## config.mk

```make
export PLATFORM = sky130hd
export DESIGN_NAME = contador_monitor
export DESIGN_NICKNAME = d
export VERILOG_FILES = /design/src/rtl/contador_monitor_pkg.sv /design/src/rtl/evt_fifo.sv /design/src/rtl/contador_monitor.sv
export SDC_FILE = /design/constraint.sdc
export NUM_CORES = 1
export LEC_CHECK = 0
export CORE_MARGIN = 2
export CORE_UTILIZATION = 30
export CTS_CLUSTER_DIAMETER = 120
export DETAILED_ROUTE_END_ITERATION = 12
export GPL_ROUTABILITY_DRIVEN = 0
export SLEW_MARGIN = 15
export SYNTH_ARGS = -nofsm -noshare
export SYNTH_HDL_FRONTEND = slang
export SYNTH_SLANG_ARGS = --single-unit
```

## constraint.sdc

```tcl
create_clock -name clk -period 2.87 [get_ports clk]
set_input_delay 0.4305 -clock clk [delete_from_list [all_inputs] [get_ports clk]]
set_output_delay 0.4305 -clock clk [all_outputs]
set_load 0.01 [all_outputs]
```

## src/rtl/contador_monitor_pkg.sv

```systemverilog
// Shared types for the cascaded-counter monitor: event kinds and the FIFO entry format.
package contador_monitor_pkg;

  localparam logic KIND_LOAD = 1'b0;
  localparam logic KIND_RCO  = 1'b1;

  typedef struct packed {
    logic        kind;
    logic [31:0] data;
  } evt_t;

endpackage

```

## src/rtl/evt_fifo.sv

```systemverilog
// Show-ahead event FIFO: the head entry is visible combinationally whenever not empty.
module evt_fifo
  import contador_monitor_pkg::*;
#(
  parameter int DEPTH = 4
) (
  input  logic                     clk,
  input  logic                     reset,
  input  logic                     push,
  input  evt_t                     push_data,
  input  logic                     pop,
  output evt_t                     head,
  output logic                     full,
  output logic                     empty,
  output logic [$clog2(DEPTH):0]   level
);

  localparam int AW = $clog2(DEPTH);
  localparam logic [AW:0] FULL_LEVEL = (AW+1)'(DEPTH);

  evt_t        mem [DEPTH];
  logic [AW:0] wr_ptr;
  logic [AW:0] rd_ptr;
  logic        do_push;
  logic        do_pop;

  // A push into a full FIFO is legal when the same edge frees the head slot.
  assign do_pop  = pop & ~empty;
  assign do_push = push & (~full | do_pop);

  // NOTE: storage has no reset; only the pointers define validity, which keeps the array as plain RAM.
  always_ff @(posedge clk) begin
    if (do_push) mem[wr_ptr[AW-1:0]] <= push_data;
  end

  // NOTE: sequential state uses non-blocking assignments so every flop sees pre-edge values.
  always_ff @(posedge clk or negedge reset) begin
    if (!reset) begin
      wr_ptr <= '0;
      rd_ptr <= '0;
    end else begin
      if (do_push) wr_ptr <= wr_ptr + (AW+1)'(1);
      if (do_pop)  rd_ptr <= rd_ptr + (AW+1)'(1);
    end
  end

  assign level = wr_ptr - rd_ptr;
  assign empty = (wr_ptr == rd_ptr);
  assign full  = (level == FULL_LEVEL);
  assign head  = mem[rd_ptr[AW-1:0]];

endmodule

```

## src/rtl/contador_monitor.sv

```systemverilog
// Watches the cascaded counter's rco/load/Q, turns rising edges into tagged events and queues them.
module contador_monitor
  import contador_monitor_pkg::*;
#(
  parameter int DEPTH  = 4,
  parameter int WRAP_W = 16
) (
  input  logic                   clk,
  input  logic                   reset,
  input  logic                   rco_in,
  input  logic                   load_in,
  input  logic [31:0]            q_in,
  input  logic                   evt_ready,
  input  logic                   clr_ovf,
  output logic                   evt_valid,
  output logic                   evt_kind,
  output logic [31:0]            evt_data,
  output logic [WRAP_W-1:0]      wrap_cnt,
  output logic [$clog2(DEPTH):0] level,
  output logic                   ovf
);

  logic              s_rco, s_load, p_rco, p_load;
  logic [31:0]       s_q;
  logic              rise_rco, rise_load;
  logic [WRAP_W-1:0] wrap_next;
  logic              pend_valid;
  logic [31:0]       pend_data;
  logic              set_pend;
  logic              push_req;
  evt_t              push_evt;
  evt_t              head;
  logic              full, empty, pop, drop;

  always_ff @(posedge clk or negedge reset) begin
    if (!reset) begin
      s_rco  <= 1'b0;
      s_load <= 1'b0;
      s_q    <= '0;
      p_rco  <= 1'b0;
      p_load <= 1'b0;
    end else begin
      s_rco  <= rco_in;
      s_load <= load_in;
      s_q    <= q_in;
      p_rco  <= s_rco;
      p_load <= s_load;
    end
  end

  assign rise_rco  = s_rco & ~p_rco;
  assign rise_load = s_load & ~p_load;
  assign wrap_next = wrap_cnt + WRAP_W'(1);

  // Simultaneous rises: LOAD goes now, RCO waits one cycle in the pending slot.
  assign set_pend = rise_load & rise_rco & ~pend_valid;

  // NOTE: every output of this block gets a default first so no path leaves it unassigned (no latches).
  always_comb begin
    push_req = 1'b0;
    push_evt = '0;
    if (pend_valid) begin
      push_req = 1'b1;
      push_evt = '{kind: KIND_RCO, data: pend_data};
    end else if (rise_load) begin
      push_req = 1'b1;
      push_evt = '{kind: KIND_LOAD, data: s_q};
    end else if (rise_rco) begin
      push_req = 1'b1;
      push_evt = '{kind: KIND_RCO, data: 32'(wrap_next)};
    end
  end

  assign evt_valid = ~empty;
  assign pop       = evt_valid & evt_ready;
  assign drop      = push_req & full & ~pop;

  always_ff @(posedge clk or negedge reset) begin
    if (!reset) begin
      wrap_cnt   <= '0;
      pend_valid <= 1'b0;
      pend_data  <= '0;
      ovf        <= 1'b0;
    end else begin
      if (rise_rco) wrap_cnt <= wrap_next;
      pend_valid <= set_pend;
      if (set_pend) pend_data <= 32'(wrap_next);
      if (drop)         ovf <= 1'b1;
      else if (clr_ovf) ovf <= 1'b0;
    end
  end

  evt_fifo #(.DEPTH(DEPTH)) u_fifo (
    .clk       (clk),
    .reset     (reset),
    .push      (push_req),
    .push_data (push_evt),
    .pop       (pop),
    .head      (head),
    .full      (full),
    .empty     (empty),
    .level     (level)
  );

  assign evt_kind = evt_valid ? head.kind : KIND_LOAD;
  assign evt_data = evt_valid ? head.data : '0;

endmodule

```

**Word level (Yosys, flattened, before mapping)**

Memory sizes are Yosys's and may differ from the RTL's.
Index checks and enable logic that the tools add are counted.

- Flip-flop bits (word level): 76
- Bits in latches: 0
- RAM bits: 132
- Bits in read-only memories: 0
- Input bits: 38
- Output and inout port bits: 54
- Word-level logic and storage cells: 47
- Memories kept: 1

Memories:

| memory | depth | width | read ports | clocked after memory_dff | wr ports | RTL line | RTL |
|---|---|---|---|---|---|---|---|
| u_fifo.mem | 4 | 33 | 1 | 0 | 1 | evt_fifo.sv:21 | `evt_t mem [DEPTH];` |

- $add $sub $neg: 4
- $mul: 0
- Divide/modulo/power cells: 0
- $lt $le $gt $ge: 0
- Equality and inequality tests: 2
- Shifts and indexed selects: 0
- Muxes and demuxes: 12
- Bitwise gates (word level): 16
- Reductions and logical operators: 1

Operators with widths:

| cell | number |
|---|---|
| 2-to-1 mux 33 bit | 3 |
| 2-to-1 mux 32 bit | 1 |
| adder 16 x 1 -> 16 bit, second input constant | 1 |
| bitwise AND 1 bit | 9 |
| 2-to-1 mux 1 bit | 8 |
| adder 3 x 1 -> 3 bit, second input constant | 2 |
| inverter 1 bit | 6 |
| == test 3 bit | 1 |
| == test 3 bit, second input constant | 1 |
| subtractor 3 bit | 1 |
| nonzero test 2 bit | 1 |
| bitwise OR 1 bit | 1 |

**Logic depth before layout (Yosys ltp)**

- Depth after elaboration: 8
- Depth in mapped cells: 9
- Gate-level depth less buffers: 8

**Hierarchy**

From an unflattened synthesis, not the netlist that was laid out.

- Cells, all modules: 528
- Area total of the unflattened synthesis: 8405.6 sq um

By module, submodules not included:

| module | times used | cells an instance | area an instance (sq um) | sequential area each (sq um) |
|---|---|---|---|---|
| evt_fifo | 1 | 213 | 5226.3 | 4113.9 |
| contador_monitor | 1 | 315 | 3179.3 | 1751.7 |

**Worst setup path after synthesis**

Ideal clock, no wire load.

- Path type: register -> register
- From: reg u_fifo.rd_ptr[1]
- To: mem u_fifo.mem[0][0] in the netlist's numbering, enable pin
- Library setup time: 0.375 ns
- Arrival time: 2.373 ns
- Data required time: 2.495 ns
- Slack: 0.122 ns
- Stages on the path, launching flop included: 10
- Path buffers: 2
- Clock period less this slack: 2.748 ns
- Cells stage by stage: dfrtp_1 > clkbuf_1 > buf_1 > inv_1 > ha_1 > nand2b_1 > nand3_1 > a21oi_2 > nor2_2 > and2_2

- Cells in the longest elaborated chain, start to end: 8
- Elaborated cells between the ends (all ways): 11
- Classes of those cells: 1 x add/sub; 2 x eq/ne; 2 x mux; 6 x bitwise

RTL lines:

| item | RTL line | RTL |
|---|---|---|
| start, declared | evt_fifo.sv:23 | `logic [AW:0] rd_ptr;` |
| start signal, assigned | evt_fifo.sv:43 | `if (do_pop) rd_ptr <= rd_ptr + (AW+1)'(1);` |
| parallel branches: the longest is 4 deep, another holds subtractor 3 bit | n/a |  |
| bitwise OR 1 bit * | evt_fifo.sv:29 | `assign do_push = push & (~full \| do_pop);` |
| bitwise AND 1 bit * | evt_fifo.sv:29 |  |
| 2-to-1 mux 1 bit * | evt_fifo.sv:33 | `if (do_push) mem[wr_ptr[AW-1:0]] <= push_data;` |
| 2-to-1 mux 1 bit (not written as such) * | evt_fifo.sv:33 |  |
| end, declared | evt_fifo.sv:21 |  |

Mark *: on every way between the ends.

**Worst setup path in the final report**

- From: reg u_fifo.rd_ptr[0]
- To: out level[1]

- Cells in the longest elaborated chain, start to end: 1

RTL lines:

| item | RTL line | RTL |
|---|---|---|
| subtractor 3 bit | evt_fifo.sv:47 | `assign level = wr_ptr - rd_ptr;` |
| end, declared | contador_monitor.sv:19 | `output logic [$clog2(DEPTH):0] level,` |

No other way between the ends.

==> run_results.csv <==
group,metric,value,unit
outcome,run_status,"finished, final reports clean",
placed_design,placed_cells_incl_taps,946,
power_and_ir_drop,maximum_ir_drop_on_the_vdd_rail,0.492,mV
drt,detail_route.wirelength.met1,7960,um
drt,num_vias,4578,
power_and_ir_drop,power.density_cell_area,1030,nW/um^2
placed_design,dp_hpwl,11200,um
synth,synth.most_common_cell,"edfxtp_1",
synth,post_syn_nets,575,
floorplanning,core_area,27000,um^2
synth,synth_enable_flop_cells,132,
synth,ys_warn_count,0,
placed_design,quantity_of_i_o_buffers_inserted_on_ports,91,
critical_path,cp_data_arrival_time,2.33,ns
synth,synthDistinctLibCells,37,
sta,setup_violations,0,
critical_path,kind_of_launch_point_of_the_worst_setup_path,"flip-flop",
clock_network,cts_max_path_bufs,3,
synth,postSynthAreaPerCell,15.7,um^2
critical_path,crit_type,"reg2out",
synth,synth_seq_area_share,70.7,%
sta,worst_hold_slack,0.101,ns
clock_network,htree_levels,1,
global_route,grt.overflow.total,0,
critical_path,end_kind,"primary output",
clock_network,clock-root-buffer,"clkbuf_16",
sta,min_period_over_period,96.1,%
synth,post_synth_main_area_contributors,"edfxtp_1 48%, dfrtp_1 23%, mux4_2 9.0%",
synth,postSynthCellCount,528,
synth,ys_async_sr_fraction,36.5,%
sta,relSlewSlack,31.7,%
flow_run,drv.max_cap_violation_count,0,
synth,count_of_state_elements_after_synthesis,208,
clock_network,postCtsHoldBufs,0,
sta,fin_max_slew_vios,0,
final_layout,fin_nets,685,
final_layout,flow.area_growth_from_synthesis,27.0,%
drt,dr_wl_met3,745,um
clock_network,cts_made_buffers,23,
floorplanning,num_io_pins,92,
sta,worst_clock_skew,0.0219,ns
clock_network,tritoncts,"built",
synth,yosys.area.top_type_share,47.8,%
drt,drt_drc_violations_left,0,
drt,detail_route.wirelength,17400,um
synth,synth.cells.most_frequent,"132 x edfxtp_1, 76 x dfrtp_1, 52 x nand2_1, 49 x and2_1, 33 x mux4_2",
sta,tightestPinTransition,1.02,ns
global_route,grt_max_degree,77,
floorplanning,num_rows,60,
global_route,grt_pass1_vias,4880,
sta,min_period,2.76,ns
final_layout,fin_area,10500,um^2
power_and_ir_drop,cellLeakagePower,4.03,nW
drt,detail_route.vias_per_cell,4.60,
power_and_ir_drop,p_total,10.8,mW
synth,synthesis.area,8300,um^2
synth,synth.largest_area_cell,"edfxtp_1",
placed_design,post_dp_cell_area,9650,um^2
final_layout,diode_insertion_count_for_antenna_repair,0,
clock_network,insertion_delay,0.50,ns
critical_path,critical-path-slowest-cell,"clkdlybuf4s50_1",
drt,drtAntennaViolNets,0,
drt,firstDrtPassIters,4,
final_layout,drive_gt1_share,16.3,%
sta,max_clock_freq,362,MHz
drt,routed_wl_per_cell,17.5,um
floorplanning,die-width,170,um
global_route,first_pass_grt_wire_length,27400,um
sta,grt_setup_unrepaired,"no",
critical_path,critical_path.max_stage_delay,0.52,ns
critical_path,critical_path.cell_chain,"ha_1 > fa_1 > buf_4 > inv_1 > clkdlybuf4s50_1",
sta,setup-tns-final,0,ns
floorplanning,starting_density,30.7,%
drt,highest-signal-layer,"met4",
clock_network,numClockSinks,208,
floorplanning,die_h,170,um
global_route,grt_antenna_before_repair,0,
critical_path,crit_path_max_fanout,3,
floorplanning,design.die.area,29000,um^2
sta,timing.final.hold_violations,0,
critical_path,critical_path_required,2.44,ns
synth,yosys_most_used_dff,"edfxtp_1",
clock_network,clk_transition_reported_paths,0.06,ns
worst_hold_path,hold_path_class,"in2async",
final_layout,post_layout_nonfiller_instances,996,
global_route,grt_use_total,12.1,%
drt,drt_first_iter_violations,287,
drt,route.met2.wl,8460,um
registers in the layout (all words and copies together) (netlist names):
register and flops:
u_fifo.mem 132, s_q 32, pend_data 16, wrap_cnt 16, u_fifo.rd_ptr 3, u_fifo.wr_ptr 3, ovf 1, p_load 1
p_rco 1, pend_valid 1, s_load 1, s_rco 1
critical path, delay by kind of cell (launching register included):
family	cells	cell delay [ns]
buffers and inverters	3	0.72
adder cells (fa/ha/maj)	2	0.67
flip-flops	1	0.44
cell usage in the layout, fill, tap and decap left out, types with 2 or more instances in the layout:
cell | Yosys | final
dfrtp_1 | 76 | 74
buf_4 | 1 | 19
nor2b_1 | 2 | 2
or3_1 | 3 | 3
o21ai_0 | 22 | 22
dlymetal6s2s_1 | 0 | 9
ha_1 | 8 | 8
xnor2_1 | 18 | 17
and2_1 | 49 | 49
dfrtp_2 | 0 | 2
edfxtp_1 | 132 | 132
clkbuf_16 | 0 | 24
nand3_1 | 11 | 10
nand4_1 | 5 | 5
nor2_2 | 1 | 2
a21oi_1 | 10 | 10
and2_2 | 4 | 4
o221ai_1 | 5 | 5
nor3_1 | 4 | 4
buf_12 | 0 | 2
and3_1 | 2 | 2
and4_1 | 3 | 3
mux4_2 | 33 | 33
a22oi_1 | 6 | 6
nand2b_1 | 4 | 4
dlygate4sd2_1 | 0 | 24
clkbuf_1 | 18 | 6
bufinv_16 | 0 | 2
clkbuf_8 | 0 | 4
nor2_1 | 18 | 17
nand2_1 | 52 | 52
xor2_1 | 16 | 16
buf_16 | 0 | 2
clkdlybuf4s50_1 | 0 | 57
inv_1 | 7 | 6
clkinv_2 | 0 | 3
report_power, final:
| part | leakage, nW | switching (mW) | internal, mW |
|---|---|---|---|
| Sequential | 2.19 | 0.235 | 3.83 |
| Combinational | 1.47 | 1.88 | 2.02 |
| Clock | 0.370 | 1.12 | 1.76 |
what timing repair did:
action | CTS | global route
setup buffers | 2 | 4
setup endpoints to repair | 35 | 11
gates resized for setup | 31 | 11
cloned | 1 | 1
cell type report:
cell class | instances | area, um^2
Clock buffer | 33 | 653
Clock inverter | 9 | 104
Fill cell | 2520 | 16500
Inverter | 7 | 26.3
Multi-Input combinational cell | 284 | 2310
Sequential cell | 208 | 5870
Tap cell | 341 | 427
Timing Repair Buffer | 114 | 1160
path summary, 6_finish.rpt:
check,startpoint,to,slack [ns],cells past startpoint
worst max register to register,u_fifo.rd_ptr[0]$_DFFE_PN0P_,u_fifo.mem[0][7]$_DFFE_PP_,0.25,6
min in group clk,q_in[23],s_q[23]$_DFF_PN0_,0.36,1
worst min register to register,s_load$_DFF_PN0_,p_load$_DFF_PN0_,0.42,0
worst max-delay path,u_fifo.rd_ptr[0]$_DFFE_PN0P_,level[1],0.11,5
max in group asynchronous,reset,u_fifo.rd_ptr[1]$_DFFE_PN0P_,2.06,1
worst min-delay path,reset,u_fifo.rd_ptr[2]$_DFFE_PN0P_,0.10,1
cell families (layout without fill, tap and decap cells):
logic type | Yosys count | in the layout | synth area share [%]
AOI/OAI and AO/OA | 46 | 46 | 3.30
xor gates and xnor gates | 34 | 34 | 3.59
adders and majority gates | 9 | 9 | 1.45
buffers and inverters | 36 | 163 | 1.78
DFF | 208 | 208 | 70.7
muxes | 35 | 35 | 9.27
and+or+nand+nor | 160 | 160 | 9.91
stage by stage:
| step | setup WS [ns] | utilization (%) |
|---|---|---|
| final | 0.111 | 39.0 |
| after global placement | 0.221 | 35.7 |
| after detailed placement | 0.147 | 35.7 |
| after global routing | 0.0379 | 39.0 |
| after floorplan | 0.122 | - |
| after CTS | 0.00236 | 38.7 |
routing by layer:
layer  global-route usage (%)  vias to the layer above
met1                     16.9                     2310
li1                         -                     2145
met3                     2.23                       20
met5                        0                        -
met4                     2.42                        0
met2                     20.0                      103
Power figures use the tool's default switching activity.
